### config.mk
export PLATFORM = sky130hd
export DESIGN_NAME = gp_command_processor
export DESIGN_NICKNAME = d
export VERILOG_FILES = /design/src/rtl/gp_command_processor.sv
export SDC_FILE = /design/constraint.sdc
export NUM_CORES = 1
export LEC_CHECK = 0
export CAP_MARGIN = 20
export CORE_ASPECT_RATIO = 2
export CORE_MARGIN = 1.5
export CORE_UTILIZATION = 35
export DETAILED_ROUTE_END_ITERATION = 8
export GPL_TIMING_DRIVEN = 0
export PLACE_DENSITY = 0.7
export SETUP_SLACK_MARGIN = 0.2
export SLEW_MARGIN = 10
export SYNTH_ARGS = -nofsm -noshare
export SYNTH_HDL_FRONTEND = slang
export SYNTH_SLANG_ARGS = --single-unit
### constraint.sdc
create_clock -name clk -period 2.9 [get_ports clk]
set_input_delay 0.435 -clock clk [delete_from_list [all_inputs] [get_ports clk]]
set_output_delay 0.435 -clock clk [all_outputs]
set_load 0.01 [all_outputs]
### src/rtl/gp_command_processor.sv
// -----------------------------------------------------------------------------
// gp_command_processor
//
// Graphics-side command processor. A start strobe latches a command-list pointer
// and a frame-buffer base. 32-bit command words are fetched over a read
// handshake. FILL rectangles are rastered as one write per pixel. A one-cycle
// interrupt is pulsed when the list ends.
//
// Command words:
//   w0[31:24] opcode (0x00 STOP, 0x01 FILL), w0[23:0] fill colour
//   w1 = {x0, y0}, w2 = {x1, y1}; 16-bit fields, low COORD_W bits used
//
// Ports:
//   clk, rst          clock, synchronous active-high reset
//   gp_code           command-list byte address (word aligned)
//   gp_frame          frame-buffer base byte address
//   gp_valid          start strobe, accepted only while idle
//   frame_interrupt   one-cycle pulse when the list terminates
//   busy              high whenever not idle
//   gp_err            sticky error, cleared by the next accepted start
//   cmd_rd_*          command read handshake (req/addr out, ack/data in)
//   px_wr_*           pixel write handshake (req/addr/data out, ack in)
//
// Optional build macro GP_WATCHDOG_EN: counts decoded FILL commands and aborts
// the list with gp_err once MAX_CMDS have been executed. Without the macro the
// list runs until STOP or an unknown opcode, and MAX_CMDS has no effect.
// -----------------------------------------------------------------------------
module gp_command_processor #(
    parameter int COORD_W        = 10,
    parameter int FB_STRIDE_LOG2 = 10,
    parameter int MAX_CMDS       = 1024
) (
    input  logic        clk,
    input  logic        rst,
    input  logic [31:0] gp_code,
    input  logic [31:0] gp_frame,
    input  logic        gp_valid,
    output logic        frame_interrupt,
    output logic        busy,
    output logic        gp_err,
    output logic        cmd_rd_req,
    output logic [31:0] cmd_rd_addr,
    input  logic        cmd_rd_ack,
    input  logic [31:0] cmd_rd_data,
    output logic        px_wr_req,
    output logic [31:0] px_wr_addr,
    output logic [31:0] px_wr_data,
    input  logic        px_wr_ack
);

    typedef enum logic [2:0] {
        S_IDLE,
        S_F0,
        S_F1,
        S_F2,
        S_FILL,
        S_DONE
    } state_e;

    localparam logic [7:0] OP_STOP = 8'h00;
    localparam logic [7:0] OP_FILL = 8'h01;

    state_e state_q, state_d;

    logic [31:0]        ptr_q, ptr_d;
    logic [31:0]        fb_q, fb_d;
    logic [23:0]        color_q, color_d;
    logic [COORD_W-1:0] x0_q, x0_d, y0_q, y0_d;
    logic [COORD_W-1:0] x1_q, x1_d, y1_q, y1_d;
    logic [COORD_W-1:0] x_q, x_d, y_q, y_d;
    logic               err_q, err_d;
    // One idle cycle after every completed transfer, so req is low the cycle
    // after its ack and a new request starts one cycle later.
    logic               gap_q, gap_d;

    logic               start;
    logic               rd_fire;
    logic               wr_fire;
    logic               wd_trip;
    logic               rect_empty;
    logic               last_x;
    logic               last_y;
    logic [7:0]         opcode;
    logic [COORD_W-1:0] fld_hi;
    logic [COORD_W-1:0] fld_lo;
    logic [31:0]        px_offset;

    assign start   = (state_q == S_IDLE) && gp_valid;
    assign rd_fire = cmd_rd_req && cmd_rd_ack;
    assign wr_fire = px_wr_req && px_wr_ack;
    assign opcode  = cmd_rd_data[31:24];
    assign fld_hi  = cmd_rd_data[16 +: COORD_W];
    assign fld_lo  = cmd_rd_data[0 +: COORD_W];
    assign last_x  = (x_q == x1_q);
    assign last_y  = (y_q == y1_q);

    // Decided while w2 is on the bus, so an empty rectangle never enters FILL.
    assign rect_empty = (fld_hi < x0_q) || (fld_lo < y0_q);

    // Unused upper field bits (beyond COORD_W) are intentionally ignored.
    logic unused_rd_bits;
    assign unused_rd_bits = ^cmd_rd_data;

`ifdef GP_WATCHDOG_EN
    localparam int CNT_W = $clog2(MAX_CMDS + 1);

    logic [CNT_W-1:0] cnt_q, cnt_d;

    always_comb begin
        cnt_d = cnt_q;
        if (start) begin
            cnt_d = '0;
        end else if (state_q == S_F0 && rd_fire && opcode == OP_FILL) begin
            cnt_d = cnt_q + CNT_W'(1);
        end
    end

    always_ff @(posedge clk) begin
        if (rst) cnt_q <= '0;
        else     cnt_q <= cnt_d;
    end

    // Evaluated before the opcode fetch; the counter cannot pass MAX_CMDS.
    assign wd_trip = (state_q == S_F0) && (cnt_q >= CNT_W'(MAX_CMDS));
`else
    localparam int unused_max_cmds = MAX_CMDS;
    assign wd_trip = 1'b0;
`endif

    // ---------------- state register ----------------
    always_ff @(posedge clk) begin
        // NOTE: sequential state uses non-blocking assignments so every register
        // samples pre-edge values regardless of block ordering.
        if (rst) state_q <= S_IDLE;
        else     state_q <= state_d;
    end

    // ---------------- next-state logic ----------------
    always_comb begin
        // NOTE: default first so every path assigns state_d; no latch is inferred.
        state_d = state_q;
        unique case (state_q)
            S_IDLE: if (gp_valid) state_d = S_F0;
            S_F0: begin
                if (wd_trip) begin
                    state_d = S_DONE;
                end else if (rd_fire) begin
                    state_d = (opcode == OP_FILL) ? S_F1 : S_DONE;
                end
            end
            S_F1:   if (rd_fire) state_d = S_F2;
            S_F2:   if (rd_fire) state_d = rect_empty ? S_F0 : S_FILL;
            S_FILL: if (wr_fire && last_x && last_y) state_d = S_F0;
            S_DONE: state_d = S_IDLE;
            default: state_d = S_IDLE;
        endcase
    end

    // ---------------- output logic ----------------
    always_comb begin
        cmd_rd_req      = 1'b0;
        px_wr_req       = 1'b0;
        frame_interrupt = 1'b0;
        busy            = (state_q != S_IDLE);
        unique case (state_q)
            S_F0:       cmd_rd_req      = !gap_q && !wd_trip;
            S_F1, S_F2: cmd_rd_req      = !gap_q;
            S_FILL:     px_wr_req       = !gap_q;
            S_DONE:     frame_interrupt = 1'b1;
            default: ;
        endcase
    end

    assign px_offset   = ((32'(y_q) << FB_STRIDE_LOG2) + 32'(x_q)) << 2;
    assign px_wr_addr  = fb_q + px_offset;
    assign px_wr_data  = {8'h00, color_q};
    assign cmd_rd_addr = ptr_q;
    assign gp_err      = err_q;

    // ---------------- datapath next-state ----------------
    always_comb begin
        ptr_d   = ptr_q;
        fb_d    = fb_q;
        color_d = color_q;
        x0_d    = x0_q;
        y0_d    = y0_q;
        x1_d    = x1_q;
        y1_d    = y1_q;
        x_d     = x_q;
        y_d     = y_q;
        err_d   = err_q;
        gap_d   = rd_fire || wr_fire;

        if (start) begin
            ptr_d = gp_code;
            fb_d  = gp_frame;
            err_d = 1'b0;
        end

        if (rd_fire) ptr_d = ptr_q + 32'd4;

        unique case (state_q)
            S_F0: begin
                if (wd_trip) begin
                    err_d = 1'b1;
                end else if (rd_fire) begin
                    color_d = cmd_rd_data[23:0];
                    if (opcode != OP_STOP && opcode != OP_FILL) err_d = 1'b1;
                end
            end
            S_F1: begin
                if (rd_fire) begin
                    x0_d = fld_hi;
                    y0_d = fld_lo;
                end
            end
            S_F2: begin
                if (rd_fire) begin
                    x1_d = fld_hi;
                    y1_d = fld_lo;
                    x_d  = x0_q;
                    y_d  = y0_q;
                end
            end
            S_FILL: begin
                if (wr_fire) begin
                    if (last_x) begin
                        x_d = x0_q;
                        y_d = y_q + COORD_W'(1);
                    end else begin
                        x_d = x_q + COORD_W'(1);
                    end
                end
            end
            default: ;
        endcase
    end

    // ---------------- datapath registers ----------------
    always_ff @(posedge clk) begin
        if (rst) begin
            ptr_q   <= '0;
            fb_q    <= '0;
            color_q <= '0;
            x0_q    <= '0;
            y0_q    <= '0;
            x1_q    <= '0;
            y1_q    <= '0;
            x_q     <= '0;
            y_q     <= '0;
            err_q   <= 1'b0;
            gap_q   <= 1'b0;
        end else begin
            ptr_q   <= ptr_d;
            fb_q    <= fb_d;
            color_q <= color_d;
            x0_q    <= x0_d;
            y0_q    <= y0_d;
            x1_q    <= x1_d;
            y1_q    <= y1_d;
            x_q     <= x_d;
            y_q     <= y_d;
            err_q   <= err_d;
            gap_q   <= gap_d;
        end
    end

endmodule
-- After elaboration in Yosys (flattened, before gate mapping)
Cells that the tools add are included.
- register bits: 153
- input bits: 101
- output and inout bits: 101
- word-level logic and storage cells: 81
- $add $sub $neg: 5
- magnitude comparators: 2
- equality and inequality tests: 16
- multiplexer cells: 25
- reductions and logical operators: 21
- operator list (kind ; number):
    2-to-1 mux 32 bit ; 2
    2-to-1 mux 10 bit ; 6
    case mux 10 bit (2 select lines) ; 2
    adder 32 x 23 -> 32 bit ; 1
    adder 32 x 3 -> 32 bit (second input constant) ; 1
    adder 20 x 10 -> 21 bit ; 1
    2-to-1 mux 3 bit ; 7
    adder 10 x 1 -> 10 bit (second input constant) ; 2
    equality test 10 bit ; 2
    less-than comparator 10 bit ; 2
    case mux 3 bit (5 select lines) ; 1
    != test 2 bit (second input constant) ; 7
    equality test 8 x 1 -> 1 bit (second input constant) ; 1
    != test 8 x 1 -> 1 bit (second input constant) ; 1
    nonzero test 8 bit ; 1
    2-to-1 mux 1 bit ; 7
    equality test 3 x 2 -> 1 bit (second input constant) ; 2
    equality test 3 bit (second input constant) ; 2
    logical AND 1 bit ; 6
    AND reduction 2 bit ; 3
    AND reduction 5 bit ; 1
    AND reduction 4 bit ; 1
    nonzero test 2 bit ; 2
    equality test 3 x 1 -> 1 bit (second input constant) ; 1
    6 further kinds ; 7

-- Longest topological paths before layout
Gate-level depths: netlist of run 1.
- word-level depth: 7
- depth in mapped cells: 10
- depth with buffers taken out: 9

-- Worst setup path after synthesis of run 1
No wires, ideal clock.
- path type: register -> output
- start: register x_q[0]
- end: output port px_wr_addr[26]
- arrival: 2228 ps
- required time: 2465 ps
- slack: 237 ps
- stages on the path, launching flop included: 10
- buffers on the path: 0
- path through: dfxtp_1 > ha_1 > fa_1 > a211oi_2 > o21ai_2 > a21oi_2 > or4_4 > a21oi_2 > nand3_2 > xnor2_1
- longest elaborated chain between the ends: 2
- RTL lines (what ; line ; source):
    start: declaration ; 70 ; logic [COORD_W-1:0] x_q, x_d, y_q, y_d;
    start signal: assignment ; 249 ; x_q <= '0;
    start signal: assignment ; 261 ; x_q <= x_d;
    adder 20 x 10 -> 21 bit ; 174 ; assign px_offset = ((32'(y_q) << FB_STRIDE_LOG2) + 32'(x_q)) << 2;
    adder 32 x 23 -> 32 bit ; 175 ; assign px_wr_addr = fb_q + px_offset;
    end: declaration ; 46 ; output logic [31:0] px_wr_addr,
Every way passes these cells.

-- Worst setup path in the final report of run 1
Same ends and word-level chain as after synthesis.

==> key figures, run 1 <==
Layout
  – Fill count: between 2k and 2.5k
  – Final net count: about 1.5k
  – Final cell count without fillers: 1649
  – Area growth syn-to-layout: 42.7%
  – N_diodes: 0
  – Most frequent cells in the layout: nand2_1, clkdlybuf4s50_1, a21oi_1, dfxtp_1, nor2_1
  – Layout cells sized above 1: 15.2%
  – Commonest non-fill, non-tap cell in the layout: nand2_1

Timing
  – Unrepaired setup endpoints after global routing: yes
  – Setup WS post-layout: -345 ps
  – Worst hold slack: 451 ps
  – Max-slew headroom: 31.9%
  – Measured slew at the worst slew-check pin: 1010 ps
  – Skew final: 10.4 ps
  – Final Hold Viols: 0
  – Setup-failing EPs final: 17
  – Fin. max-slew vios: 0
  – Fin crit share: 112%
  – Tmin final: 3250 ps
  – Setup TNS: -2970 ps
  – Fmax: between 300 and 400 MHz

Synthesis
  – Synth Area in XOR/XNOR: 5.22%
  – Combinational family with the most area after synthesis: simple AND/OR/NAND/NOR gates
  – Dominant synthesized flop cell: dfxtp_1
  – Top-area cell type share of the netlist area: 36.5%
  – Synth area leader: dfxtp_1
  – Post-synthesis simple-gate area fraction: 23.0%
  – Ys Warns: 0
  – Register bit total from synthesis: around 150
  – Post-Synth Adder-Cell Area: 6.35%
  – Gate count after technology mapping: 1093
  – Seq/Total Area, Yosys: 36.5%
  – Mux contribution to synthesized area: 2.62%
  – Number of synthesized flops with an enable pin: 0
  – Mean Syn Cell Area: between 7 and 8 um^2
  – Top post-synthesis cells by area: dfxtp_1, nand2_1, a21oi_1
  – Mapped cell area: approximately 8400 um^2
  – Post-synthesis compound-gate area fraction: 21.0%
  – Synth cell types: 66
  – Share of synthesized registers carrying an async set or reset: 0%

Route
  – First-pass iteration count of the detailed router: 9
  – # DRC: 13
  – WL/cell: 17.6 um
  – Avg Vias per Cell: 5.37
  – Vias after detailed routing: a little under 9k
  – Antenna Nets Post-Route: 0
  – Routed WL: 29100 um
  – Drt initial violations: 398

Setup path
  – WP buf/inv: 2
  – Reg2Reg Setup Slack: 430 ps
  – Cell count of the worst reg-to-reg path: 8
  – Crit-path cells: ha_4 > fa_2 > a211oi_2 > o21ai_2 > a21oi_4 > or4_4 > a21oi_4 > buf_6 > nand3_2 > xnor2_1 > buf_2
  – Crit path max-delay cell type: or4_4
  – Critical path's top delay family: simple AND/OR/NAND/NOR gates
  – Reg2reg end: cmd_rd_addr[24]
  – Worst path depth: 11
  – CP required: 2470 ps
  – Worst path max stage delay: 560 ps
  – Crit path arrival time: 2810 ps
  – RR Startpoint: state_q[0]
  – Setup crit start kind: flip-flop
  – Crit-path most repeated cell: a21oi_4
  – CP Capture Type: output port
  – Crit Path Class: reg2out
  – CP max FO: 3

Clock network
  – Hold buffers post-CTS: 0
  – Sink Count: between 150 and 200
  – Number of buffers created by CTS: 17
  – Clk root buf: clkbuf_16
  – H-tree depth: 4
  – Clock transition at path regs: 70 ps
  – CTS Buffer Depth: 2
  – Worst-Skew Late Latency: 440 ps
  – CTS tree: built

Power
  – Power per cell area: approximately 470 nW/um^2
  – Tot Pwr: roughly 5.7 mW
  – Maximum vdd drop: 0.000419 V
  – P_leak: 4.55 nW

Global routing
  – Initial antenna violation count: 0
  – First-pass GRT wire length: between 40000 and 50000 um
  – Overall Global Routing Usage: 22.6%
  – Gr ovfl total: 0
  – Largest net degree at the start of global routing: 17
  – Vias in the first global route: between 8k and 9k

Place
  – Placer Congestion: between 0.9 and 1
  – DP Cell Count: approximately 1.6k
  – Hpwl dp: 22000 um
  – Port Buf Inserts: 193
  – DP Worst Slack: -658 ps

Outcome
  – Status: complete, but fails checks
  – Failing checks: DRC, setup timing

Worst hold path
  – WHS Path Cells: 2
  – Worst Hold Launch: color_q[23]
  – Hold EP: color_q[23]
  – Worst hold-check path type: reg2reg

Floorplan
  – Core Footprint: 23700 um^2
  – IO Pins: 202
  – FP Rows: 80
  – Die area: approximately 25000 um^2
  – Die Span Y: 222 um
  – Die width: 113 um
  – Starting Density: 35.4%

Run
  – Max-cap violations: 0
## registers in the layout, summed over array words and instances, names as in the netlist
register and cells:
gap_q 1, x_q 10, fb_q 32, cmd_rd_addr 32, y1_q 10, y_q 10, color_q 24, y0_q 10
gp_err 1, state_q 3, x1_q 10, x0_q 10
## metal layers
metal  up-vias  global-route usage [%]  wire length (um)
met5         -                       0                 0
met4         0                    13.6              1450
met3        82                    4.57              1460
met2       310                    44.1             16200
met1      4130                    21.0              9960
li1       4329                       -                 -
## kinds of logic (layout without fill, tap and decap cells)
logic type,after synthesis,after routing
AND/OR/NAND/NOR,425,425
AO/OA/AOI/OAI,299,299
flip-flops,153,153
buffers and inverters,101,363
XOR/XNOR,50,50
adder cells (fa/ha/maj),42,42
multiplexers,22,22
other,1,8
## worst reg2reg max path: cells and delay by family (launching register included)
family | cells | cell delay [ps]
flip-flops | 1 | 300
AND/OR/NAND/NOR | 3 | 720
AO/OA/AOI/OAI | 2 | 360
buffers and inverters | 3 | 960
## worst max-delay path by stage
| stage | startpoint | to | slack (ps) |
|---|---|---|---|
| 4_1_cts | x_q[0] | px_wr_addr[26] | -350 |
| 2_1_floorplan | x_q[0] | px_wr_addr[26] | 240 |
| 3_5_place_dp | x_q[0] | px_wr_addr[16] | -660 |
| 5_1_grt | x_q[0] | px_wr_addr[30] | -430 |
| 6_report | x_q[0] | px_wr_addr[26] | -350 |
| 3_3_place_gp | x_q[0] | px_wr_addr[16] | -620 |
## cells in the mapped netlist, drive strengths merged, types with 6 or more instances
library cell  number
a211oi             9
a21o              12
a21oi            161
a22oi              8
a31oi              8
and2               7
and3              10
buf               23
clkbuf            50
dfxtp            153
ha                41
inv               27
mux2i             22
nand2            216
nand2b             8
nand3             25
nand3b             6
nand4             13
nor2              74
nor2b              9
nor3              28
nor4              11
o211ai             6
o21ai             57
xnor2             26
xor2              24
## layout make-up
| cell class | count | area, um^2 | share of cell area [%] |
|---|---|---|---|
| Clock buffer | 19 | 443 | 3.70 |
| Tap cell | 287 | 359 | 3.00 |
| Clock inverter | 13 | 145 | 1.21 |
| Multi-Input combinational cell | 846 | 5340 | 44.5 |
| Sequential cell | 153 | 3120 | 26.0 |
| Buffer | 74 | 358 | 2.99 |
| Timing Repair Buffer | 230 | 2120 | 17.7 |
| Inverter | 27 | 101 | 0.846 |
## power by group
group | switching [mW] | internal (mW)
clock network | 0.939 | 1.29
registers | 0.114 | 2.20
logic | 0.596 | 0.532
## per-stage QoR
stage | cell area (um^2) | utilization (%)
6_report | 12000 | 50.5
5_1_grt | 12000 | 50.5
2_1_floorplan | 8420 | -
4_1_cts | 11700 | 49.2
3_3_place_gp | 10700 | 45.2
3_5_place_dp | 10700 | 45.2
## repair_timing
item | in CTS | in global routing
pin swaps | 34 | 32
setup endpoints to repair | 29 | 26
setup buffers | 17 | 20
gates resized for setup | 175 | 47
Note: power is estimated with default switching activity, not from simulation.
==> inputs of run 2 (changes only) <==
--- a/config.mk
+++ b/config.mk
@@ -5,6 +5,7 @@
 export SDC_FILE = /design/constraint.sdc
 export NUM_CORES = 1
 export LEC_CHECK = 0
+export ABC_AREA = 0
 export CAP_MARGIN = 20
 export CORE_ASPECT_RATIO = 2
 export CORE_MARGIN = 1.5
==> results of run 2 <==
The final DEF is identical to that of run 1; final timing and power are the same.
